--- config.mk ---
export PLATFORM = sky130hd
export DESIGN_NAME = limber_gnrl_ramdp_r
export DESIGN_NICKNAME = d
export VERILOG_FILES = /design/src/rtl/limber_gnrl_ramdp_r.sv
export SDC_FILE = /design/constraint.sdc
export NUM_CORES = 1
export LEC_CHECK = 0
export CAP_MARGIN = 10
export CELL_PAD_IN_SITES_DETAIL_PLACEMENT = 0
export CELL_PAD_IN_SITES_GLOBAL_PLACEMENT = 1
export CORE_UTILIZATION = 30
export CTS_BUF_LIST = sky130_fd_sc_hd__clkbuf_4 sky130_fd_sc_hd__clkbuf_8 sky130_fd_sc_hd__clkbuf_16
export DETAILED_ROUTE_END_ITERATION = 7
export PLACE_DENSITY = 0.56
export RECOVER_POWER = 25
export REMOVE_ABC_BUFFERS = 1
export SYNTH_ARGS = -nofsm -noshare
export SYNTH_HDL_FRONTEND = slang
export SYNTH_SLANG_ARGS = --single-unit
export TNS_END_PERCENT = 10
--- constraint.sdc ---
create_clock -name clk -period 9.1 [get_ports clk]
set_input_delay 1.82 -clock clk [delete_from_list [all_inputs] [get_ports clk]]
set_output_delay 1.82 -clock clk [all_outputs]
set_load 0.005 [all_outputs]
--- src/rtl/limber_gnrl_ramdp_r.sv ---
// Simple dual-port buffer RAM: one write port, one read port, per-lane write mask,
// optional output register and a self-clearing init engine that runs after reset.
module limber_gnrl_ramdp_r #(
  parameter int unsigned   DP       = 16,
  parameter int unsigned   DW       = 32,
  parameter int unsigned   AW       = 4,
  parameter int unsigned   MW       = 4,
  parameter int unsigned   OUT_REG  = 0,
  parameter int unsigned   RDW_MODE = 0,
  parameter logic [DW-1:0] CLR_VAL  = '0
) (
  input  logic          clk,
  input  logic          rst,
  output logic          init_busy,
  input  logic          wcs,
  input  logic          we,
  input  logic [MW-1:0] wmask,
  input  logic [AW-1:0] waddr,
  input  logic [DW-1:0] din,
  input  logic          rcs,
  input  logic [AW-1:0] raddr,
  output logic [DW-1:0] dout,
  output logic          dout_vld
);

  localparam int unsigned LW        = DW / MW;
  localparam logic [AW:0] DP_EXT    = (AW+1)'(DP);
  localparam logic [AW-1:0] LAST_ADDR = AW'(DP - 1);

  typedef enum logic {ST_CLEAR = 1'b0, ST_IDLE = 1'b1} state_t;

  state_t        state;
  logic [AW-1:0] clr_cnt;
  logic [DW-1:0] mem [DP];

  logic          clr_we;
  logic          waddr_ok;
  logic          raddr_ok;
  logic          wr_qual;
  logic          rd_acc;
  logic [DW-1:0] wbits;
  logic [DW-1:0] rd_word;

  // Expand the lane mask into a bit mask so writes and bypass merge share it
  for (genvar g = 0; g < MW; g++) begin : g_lane
    assign wbits[g*LW +: LW] = {LW{wmask[g]}};
  end

  assign waddr_ok = {1'b0, waddr} < DP_EXT;
  assign raddr_ok = {1'b0, raddr} < DP_EXT;
  assign clr_we   = (state == ST_CLEAR) && !rst;
  assign wr_qual  = wcs && we && !init_busy && !rst && waddr_ok;
  assign rd_acc   = rcs && !init_busy && !rst;

  // Init engine: sweeps every word once after reset, then hands the RAM to users
  always_ff @(posedge clk) begin
    if (rst) begin
      state     <= ST_CLEAR;
      clr_cnt   <= '0;
      init_busy <= 1'b1;
    end else if (state == ST_CLEAR) begin
      if (clr_cnt == LAST_ADDR) begin
        state     <= ST_IDLE;
        clr_cnt   <= '0;
        init_busy <= 1'b0;
      end else begin
        clr_cnt <= clr_cnt + AW'(1);
      end
    end
  end

  // Storage has no reset; only the clear sweep and qualified user writes touch it
  always_ff @(posedge clk) begin
    if (clr_we) begin
      mem[clr_cnt] <= CLR_VAL;
    end else if (wr_qual) begin
      mem[waddr] <= (mem[waddr] & ~wbits) | (din & wbits);
    end
  end

  // Out-of-range reads return the clear value; write-through merges same-edge lanes
  always_comb begin
    rd_word = raddr_ok ? mem[raddr] : CLR_VAL;
    if (RDW_MODE == 1 && wr_qual && (waddr == raddr)) begin
      rd_word = (rd_word & ~wbits) | (din & wbits);
    end
  end

  if (OUT_REG == 0) begin : g_lat1
    always_ff @(posedge clk) begin
      if (rst) begin
        dout     <= '0;
        dout_vld <= 1'b0;
      end else begin
        dout_vld <= rd_acc;
        if (rd_acc) begin
          dout <= rd_word;
        end
      end
    end
  end else begin : g_lat2
    logic          s1_vld;
    logic [DW-1:0] s1_data;

    // Reset drops any read still in the first stage
    always_ff @(posedge clk) begin
      if (rst) begin
        s1_vld   <= 1'b0;
        s1_data  <= '0;
        dout     <= '0;
        dout_vld <= 1'b0;
      end else begin
        s1_vld   <= rd_acc;
        dout_vld <= s1_vld;
        if (rd_acc) begin
          s1_data <= rd_word;
        end
        if (s1_vld) begin
          dout <= s1_data;
        end
      end
    end
  end

endmodule

==> results.toml, run 1 <==
[run_status]
status = "finished, violations left"
violations = "capacitance limit, slew limit"

[worst_setup_path]
arrival_ps = 6690
crit_fanout = 23
cp_slowest_cell = "nor2_1"
path_common_cell = "nor2_1"
crit_type = "input pin to flip-flop"
worstPathCellList = "dlygate4sd3_1 > nand4bb_1 > nor2_1 > a31oi_1 > nor2_1 > buf_4"
slowest_delay_ps = 1290
cp-end-kind = "flip-flop"
start_kind = "input pin"
critPathBufInv = 2
cp_data_required_time_ps = 9340
cp_top_family = "simple AND/OR/NAND/NOR gates"

[floorplanning]
die_height_um = 291
die-area_sq_um = 84600
rows = 105
dieWidth_um = 291
start_util_pct = 30.4
coreArea_sq_um = 82200
io_pins = 83

[global_route]
grt_usage_pct = 16.9
grt_pass1_vias = 14100
grt_antenna_before_repair = 2
grt_max_degree = 53
overflow = 0
grt_pass1_wl_um = 103000

[sta]
min_period_ps = 6440
fin_crit_sh_pct = 70.8
fmax_ghz = 0.155
hold_viol = 0
slew_viol_final = 116
clock_skew_ps = 16.3
tightestPinTransition_ps = 3150
setup_violations = 0
rsz0062_at_grt = "false"
setup_tns_ps = 0
slew_headroom_pct = -110

[logic_synthesis]
async_flop_share_pct = 0
synth-edff-count = 512
synth.area.top_cells = "edfxtp_1 61%, mux4_2 23%, dfxtp_1 3.1%, mux2i_1 2.6%, a22oi_1 1.9%"
ys_types = 39
avgSynthCellArea_sq_um = 20.0
yosysSeqAreaShare_pct = 64.6
postSynthCellCount = 1250
yosysTopAreaCell = "edfxtp_1"
yosys_most_used_dff = "edfxtp_1"
yosys_warnings = 0
synth_area_sq_um = 25000
synth_top_area_share_pct = 61.5
synth-seq-cells = 551

[cts]
cts_tree = "yes"
cts_repair_resize_count = 0
cts_hold_buf = 0
clock_sinks = 551
numCtsBuffers = 59
insertion_delay_ps = 610
clockBufferDepth = 3
postCtsSetupBuffers = 0
path_clk_slew_ps = 60
root_buffer = "clkbuf_16"
h-tree-depth = 2

[min_path]
hold_path_class = "flip-flop to flip-flop"

[place]
place_congestion = 0.783
place_hpwl_um = 41100
place_inst = 2333
io_buffers = 82

[detailed_routing]
vias = 13400
ant_nets = 0
wl_per_cell_um = 29.1
drc = 0
first_pass_iters = 5
viasPerCell = 5.47
drt-initial-drc-count = 1090
routed_wl_um = 71200

[final_layout]
diodes = 0
nets = 1375
synthToLayoutAreaGrowth_pct = 15.8
drive_above_1_share_pct = 31.9
stdcell_count = 2445
fill_cells = 7660

[power]
p_switching_uw = 1190
pwr-share-clk_pct = 43.3
powerDensity_nw_per_um2 = 190
pwr-share-seq_pct = 50.3
sw_frac_of_total_pct = 21.5
internal_power_uw = 4330
p_leak_uw = 0.00959
comb_power_share_pct = 6.4
vdd_ir_drop_max_mv = 0.139

[flow_run]
maxCapViolCount = 6
==> synth_stat cells (8+ instances only) <==
cell      count
a21oi_1      11
a22oi_1      64
a31o_1       32
buf_1        10
buf_2        30
buf_4         8
buf_6         9
clkbuf_1     45
dfxtp_1      39
edfxtp_1    512
mux2_2       32
mux2i_1      65
mux4_2      256
nand2_1      37
nor2_1       21
o22ai_1      32
==> registers in the layout (all words and copies together), names as in the netlist <==
register	cells
state	1
init_busy	1
dout	32
dout_vld	1
clr_cnt	4
mem	512
==> routing by layer <==
| metal | vias to the layer above | global-route usage [%] | share of wire [%] |
|---|---|---|---|
| met5 | - | 0 | 0.018 |
| met4 | 2 | 3.60 | 1.6 |
| met3 | 72 | 2.85 | 5.5 |
| met2 | 402 | 26.6 | 47 |
| met1 | 7299 | 24.4 | 46 |
| li1 | 5588 | - | - |
==> cell usage in the layout, fill, tap and decap left out, drive strengths merged, types with 4 or more instances in the layout <==
cell | netlist | routed
clkbuf | 45 | 87
nor4b | 4 | 4
nor2 | 21 | 21
o21ai | 6 | 6
nand4b | 5 | 5
o22ai | 32 | 32
a21oi | 11 | 11
or4 | 4 | 4
dfxtp | 39 | 39
a22oi | 64 | 64
mux2 | 32 | 32
nand2 | 37 | 37
clkdlybuf4s50 | 0 | 41
a31o | 32 | 32
mux4 | 256 | 256
dlygate4sd3 | 0 | 35
buf | 57 | 35
clkinv | 0 | 23
mux2i | 65 | 65
edfxtp | 512 | 512
inv | 3 | 4
==> stage by stage <==
step	worst slack (ps)	utilization (%)	area [sq um]	power [uW]	hold WS, ps
after floorplan	3600	-	24500	3010	471
after global placement	2990	32.9	27100	3180	477
after detailed placement	2770	32.9	27100	3190	477
after CTS	3430	35.3	29000	5580	499
after global routing	2330	35.2	29000	5680	508
final	2660	35.2	29000	5510	484
==> power groups by stage <==
stage | logic [uW] | registers, uW | clock network (uW)
floorplan | 181 | 2820 | 0
global placement | 357 | 2830 | 0
detailed placement | 358 | 2830 | 0
CTS | 359 | 2780 | 2450
global route | 373 | 2780 | 2530
finish | 351 | 2780 | 2390
==> tightest hold or removal path: stages, from the launching register on <==
cell and delay, ps:
dfxtp_1 320, a22oi_1 80, nand2_1 60
==> path summary, 6_finish.rpt <==
kind | start | to | slack (ps) | cells after the start
max | rst | mem[3][23]$_DFFE_PP_ | 2660 | 6
min | dout[6]$_SDFFE_PP0P_ | dout[6]$_SDFFE_PP0P_ | 480 | 2
max reg2reg | state$_SDFF_PP0_ | mem[3][23]$_DFFE_PP_ | 4170 | 5
min reg2reg | dout[6]$_SDFFE_PP0P_ | dout[6]$_SDFFE_PP0P_ | 480 | 2
==> cell type report <==
type	instances	area, sq um	share of cell area [%]
repair buffers	116	1060	3.65
inverters	3	11.3	0.0389
clock buffers	82	1720	5.94
flip-flops and latches	551	16200	55.8
well taps	1070	1340	4.62
multi-input cells	594	8470	29.2
clock inverters	29	215	0.743
==> cells by family (layout without fill, tap and decap cells) <==
kind of cell	after synthesis	after routing	share of synthesized area, %
AO/OA/AOI/OAI	150	150	4.33
XOR/XNOR	1	1	0.0350
adder cells (fa/ha/maj)	1	1	0.0500
buffers and inverters	105	230	2.12
flip-flops	551	551	64.6
multiplexers	353	353	27.1
AND/OR/NAND/NOR	89	89	1.82
No activity file was read; power rests on OpenSTA's default activity.
==> run 2: changes to the inputs <==
==> constraint.sdc (replaced) <==
create_clock -name clk -period 6.47 [get_ports clk]
set_input_delay 1.294 -clock clk [delete_from_list [all_inputs] [get_ports clk]]
set_output_delay 1.294 -clock clk [all_outputs]
set_load 0.005 [all_outputs]
==> results.toml, run 2 (synthesis results as in run 1) <==
[run_status]
status = "finished, violations left"
violations = "capacitance limit, slew limit"

[power]
vdd_ir_drop_max_mv = 0.191
comb_power_share_pct = 6.3
p_switching_uw = 1710
pwr-share-clk_pct = 43.5
powerDensity_nw_per_um2 = 268
sw_frac_of_total_pct = 22.0
pwr-share-seq_pct = 50.1
p_leak_uw = 0.00961
internal_power_uw = 6070

[final_layout]
drive_above_1_share_pct = 31.8
largest_reg_flops = 512
nets = 1381
reg.largest.list = "mem (512), dout (32), clr_cnt (4)"
multiInputGateArea_sq_um = 8440
mostFrequentLayoutCells = "512 x edfxtp_1, 256 x mux4_2, 65 x mux2i_1, 64 x a22oi_1, 59 x clkbuf_16"
top_register = "mem"
synthToLayoutAreaGrowth_pct = 16.0
fill_cells = 7642
seqCellArea_sq_um = 16200
final_common_cell = "edfxtp_1"

[cts]
cts_hold_buf = 0
numCtsBuffers = 57
insertion_delay_ps = 620
postCtsSetupBuffers = 0
h-tree-depth = 2
clockBufferDepth = 3
clock_sinks = 551
path_clk_slew_ps = 60
cts_tree = "yes"
cts_repair_resize_count = 0
root_buffer = "clkbuf_16"

[sta]
setup_violations = 0
slew_viol_final = 83
min_period_ps = 5380
fmax_ghz = 0.186
hold_viol = 0
slew_headroom_pct = -79.1
tightestPinTransition_ps = 2690
rsz0062_at_grt = "false"
clock_skew_ps = 12.9
fin_crit_sh_pct = 83.1
finalWorstSetupSlack_ps = 1090
setup_tns_ps = 0

[floorplanning]
dieWidth_um = 291
die_height_um = 291
coreArea_sq_um = 82200
start_util_pct = 30.4
io_pins = 83
rows = 105
die-area_sq_um = 84600

[global_route]
grt_pass1_vias = 14100
overflow = 0
grt_pass1_wl_um = 104000
grt_max_degree = 63
grt_usage_pct = 17.1
grt_antenna_before_repair = 4

[worst_setup_path]
cp-end-kind = "flip-flop"
crit_cells = 7
crit_fanout = 23
worstPathCellList = "dlygate4sd3_1 > nor4b_1 > clkbuf_1 > and2_0 > clkbuf_1 > a22oi_1 > nand2_1"
rr_worst_depth = 6
start_kind = "input pin"
cp_top_family = "buffers and inverters"
arrival_ps = 5920
crit_type = "input pin to flip-flop"
slowest_delay_ps = 1430
cp_data_required_time_ps = 7020
path_common_cell = "clkbuf_1"
critPathBufInv = 3
cp_slowest_cell = "clkbuf_1"

[detailed_routing]
vias = 13600
ant_nets = 0
first_pass_iters = 5
drt-initial-drc-count = 1369
drc = 0
routed_wl_um = 72000
viasPerCell = 5.53
wl_per_cell_um = 29.4

[place]
place_hpwl_um = 43800
place_ws_ps = 1200
io_buffers = 82
place_congestion = 0.786

[min_path]
hold_path_class = "flip-flop to flip-flop"
holdPathStages = 2

[flow_run]
maxCapViolCount = 4
==> run 2: cell types whose count changed in the layout (fill, tap and decap cells not counted), sizes merged <==
cell      delta
buf          +8
bufinv       +4
clkinvlp     +4
clkinv       +8
diode        +2
clkbuf      -20
==> run 2: path summary, 6_finish.rpt <==
path | slack [ps] | endpoint | startpoint
worst max-delay path | 1090 | dout[27]$_SDFFE_PP0P_ | rst
worst min-delay path | 490 | dout[13]$_SDFFE_PP0P_ | dout[13]$_SDFFE_PP0P_
worst max register to register | 2110 | dout[27]$_SDFFE_PP0P_ | init_busy$_SDFFE_PP1P_
worst min register to register | 490 | dout[13]$_SDFFE_PP0P_ | dout[13]$_SDFFE_PP0P_
==> run 2: cell type report <==
cell class | count | share of cell area, %
repair buffers | 124 | 3.99
clock inverters | 45 | 1.42
diodes | 2 | 0.0172
multi-input cells | 594 | 29.1
inverters | 3 | 0.0388
well taps | 1070 | 4.61
clock buffers | 62 | 5.16
flip-flops and latches | 551 | 55.7
==> run 2: power by group through the flow <==
| stage | clock (uW) | combinational [uW] | sequential (uW) |
|---|---|---|---|
| floorplan | 0 | 254 | 3970 |
| CTS | 3450 | 508 | 3900 |
| global route | 3580 | 523 | 3910 |
| global placement | 0 | 506 | 3980 |
| detailed placement | 0 | 506 | 3980 |
| finish | 3390 | 493 | 3900 |
==> run 2: metal layers <==
layer / track usage (%) / up-vias / share of wire, %
met4: 4.23 / 4 / 2.0
met1: 24.8 / 7394 / 45
met2: 26.4 / 458 / 46
met3: 3.06 / 100 / 6.2
li1: - / 5600 / -
met5: 0 / - / 0.037
==> run 2: worst reg2reg max path: stages, from the launching register on <==
cell and delay, ps:
dfxtp_1 400, nor4b_1 510, clkbuf_1 950, and2_0 230, clkbuf_1 1430, a22oi_1 600
nand2_1 170
==> run 2: per-stage QoR <==
| step | hold WS (ps) | cells | util (%) | instance area (sq um) | power [uW] |
|---|---|---|---|---|---|
| floorplan | 471 | 1148 | - | 24500 | 4230 |
| global placement | 462 | 2341 | 33.0 | 27200 | 4480 |
| detailed placement | 481 | 2341 | 33.0 | 27200 | 4490 |
| CTS | 497 | 2448 | 35.4 | 29100 | 7860 |
| global route | 509 | 2449 | 35.3 | 29000 | 8010 |
| finish | 491 | 2451 | 35.3 | 29000 | 7780 |
==> run 3: changes to the inputs <==
==> constraint.sdc (replaced) <==
create_clock -name clk -period 5.5 [get_ports clk]
set_input_delay 1.1 -clock clk [delete_from_list [all_inputs] [get_ports clk]]
set_output_delay 1.1 -clock clk [all_outputs]
set_load 0.005 [all_outputs]
==> results.toml, run 3 (synthesis results as in run 1) <==
[cts]
insertion_delay_ps = 620
clock_sinks = 551
root_buffer = "clkbuf_16"
path_clk_slew_ps = 70
numCtsBuffers = 57
cts_repair_resize_count = 0
h-tree-depth = 2
cts_tree = "yes"
cts_hold_buf = 0
clockBufferDepth = 3
postCtsSetupBuffers = 0

[worst_setup_path]
cp_data_required_time_ps = 6040
crit_type = "input pin to flip-flop"
rrSetupSlack_ps = 1630
rr_worst_depth = 5
critPathBufInv = 3
timing.rr.start = "state$_SDFF_PP0_"
arrival_ps = 5020
slowest_delay_ps = 1700
timing.rr.end = "mem[1][16]$_DFFE_PP_"
cp_top_family = "simple AND/OR/NAND/NOR gates"
crit_fanout = 14
cp_slowest_cell = "nor2b_1"
start_kind = "input pin"
cp-end-kind = "flip-flop"
worstPathCellList = "dlygate4sd3_1 > clkbuf_1 > nor4b_1 > nor2b_1 > buf_4 > a22oi_1 > nand2_1"

[sta]
min_period_ps = 4480
setup_tns_ps = 0
slew_headroom_pct = -45.4
slew_viol_final = 15
rsz0062_at_grt = "false"
fin_crit_sh_pct = 81.4
fmax_ghz = 0.223
clock_skew_ps = 26.0
tightestPinTransition_ps = 2180
hold_viol = 0
setup_violations = 0

[final_layout]
nets = 1382
top_register = "mem"
stdcell_count = 2450
fill_cells = 7615
drive_above_1_share_pct = 32.5
diodes = 0
multiInputGateArea_sq_um = 8440
final_common_cell = "edfxtp_1"
mostFrequentLayoutCells = "512 x edfxtp_1, 256 x mux4_2, 65 x mux2i_1, 64 x a22oi_1, 57 x clkbuf_16"
reg.largest.list = "mem (512), dout (32), clr_cnt (4)"
seqCellArea_sq_um = 16200
largest_reg_flops = 512
synthToLayoutAreaGrowth_pct = 16.6

[min_path]
holdPathStages = 2
min_to = "dout[28]$_SDFFE_PP0P_"
hp-start = "dout[28]$_SDFFE_PP0P_"
hold_path_class = "flip-flop to flip-flop"

[place]
io_buffers = 82
place_inst = 2343
place_hpwl_um = 41600
place_congestion = 0.758

[floorplanning]
io_pins = 83
die_height_um = 291
rows = 105
die-area_sq_um = 84600
start_util_pct = 30.4
coreArea_sq_um = 82200
dieWidth_um = 291

[power]
vdd_ir_drop_max_mv = 0.226
powerDensity_nw_per_um2 = 317
p_leak_uw = 0.00970

[detailed_routing]
dr.max_layer_used = "met4"
wl_per_cell_um = 28.6
wl_met2_um = 33500
ant_nets = 0
vias = 13400
met3_wirelength_um = 3670
wl_met1_um = 31600
viasPerCell = 5.48
first_pass_iters = 5
routed_wl_um = 70100
drc = 0
drt-initial-drc-count = 1086

[global_route]
grt_antenna_before_repair = 0
grt_pass1_wl_um = 102000
grt_usage_pct = 16.6
grt_max_degree = 59
grt_pass1_vias = 14100
overflow = 0

[run_status]
violations = "capacitance limit, slew limit"
status = "finished, violations left"

[flow_run]
maxCapViolCount = 1
==> run 3: cell count changes in the layout (fill, tap and decap cells not counted), moves of 2 or more <==
cell        before  now
clkbuf_4         3    8
diode_2          2    0
clkbuf_8         0    8
buf_12           3    7
clkinvlp_4       6    4
clkbuf_1         5    3
clkbuf_16       59   57
inv_6            1    3
clkinv_1        14    5
clkinv_2        14   12
==> run 3: final cells by class <==
type                       instances  share of cell area, %
clock inverter                    34                   1.35
timing repair buffer             125                   4.20
inverter                           3                 0.0386
tap                             1070                   4.59
clock buffer                      73                   5.47
sequential                       551                   55.4
multi-input combinational        594                   29.0
==> run 3: tightest hold or removal path, stage by stage, from the launching register on <==
cell and delay (ps):
dfxtp_1 330, a22oi_1 80, nand2_1 60
==> run 3: worst max-delay path by stage <==
| stage | startpoint | end | slack [ps] | cells past startpoint |
|---|---|---|---|---|
| after global placement | rst | mem[0][20]$_DFFE_PP_ | 990 | 7 |
| after detailed placement | rst | mem[8][25]$_DFFE_PP_ | 850 | 6 |
| after CTS | rst | mem[8][25]$_DFFE_PP_ | 1450 | 6 |
| after floorplan | rst | mem[15][0]$_DFFE_PP_ | 720 | 4 |
| after global routing | rst | mem[1][24]$_DFFE_PP_ | 840 | 7 |
| final | rst | dout[23]$_SDFFE_PP0P_ | 1020 | 7 |
==> run 3: per-stage QoR <==
step / worst slack [ps] / instance area, sq um / utilization [%] / total power, uW / hold WS [ps]
floorplan: 722 / 24500 / - / 4970 / 471
global placement: 987 / 27200 / 33.1 / 5270 / 478
detailed placement: 847 / 27200 / 33.1 / 5270 / 485
CTS: 1450 / 29200 / 35.5 / 9350 / 503
global route: 843 / 29200 / 35.5 / 9510 / 507
finish: 1020 / 29200 / 35.5 / 9240 / 495
==> run 3: report_power, final <==
group / switching, uW / internal (uW)
Sequential: 21.7 / 4570
Clock: 1640 / 2430
Combinational: 297 / 281
Total: 1960 / 7280
==> run 3: routing by layer <==
| metal | global-route usage [%] | vias up |
|---|---|---|
| met1 | 23.8 | 7298 |
| li1 | - | 5600 |
| met3 | 2.41 | 96 |
| met4 | 3.61 | 0 |
| met2 | 26.7 | 421 |
| met5 | 0 | - |
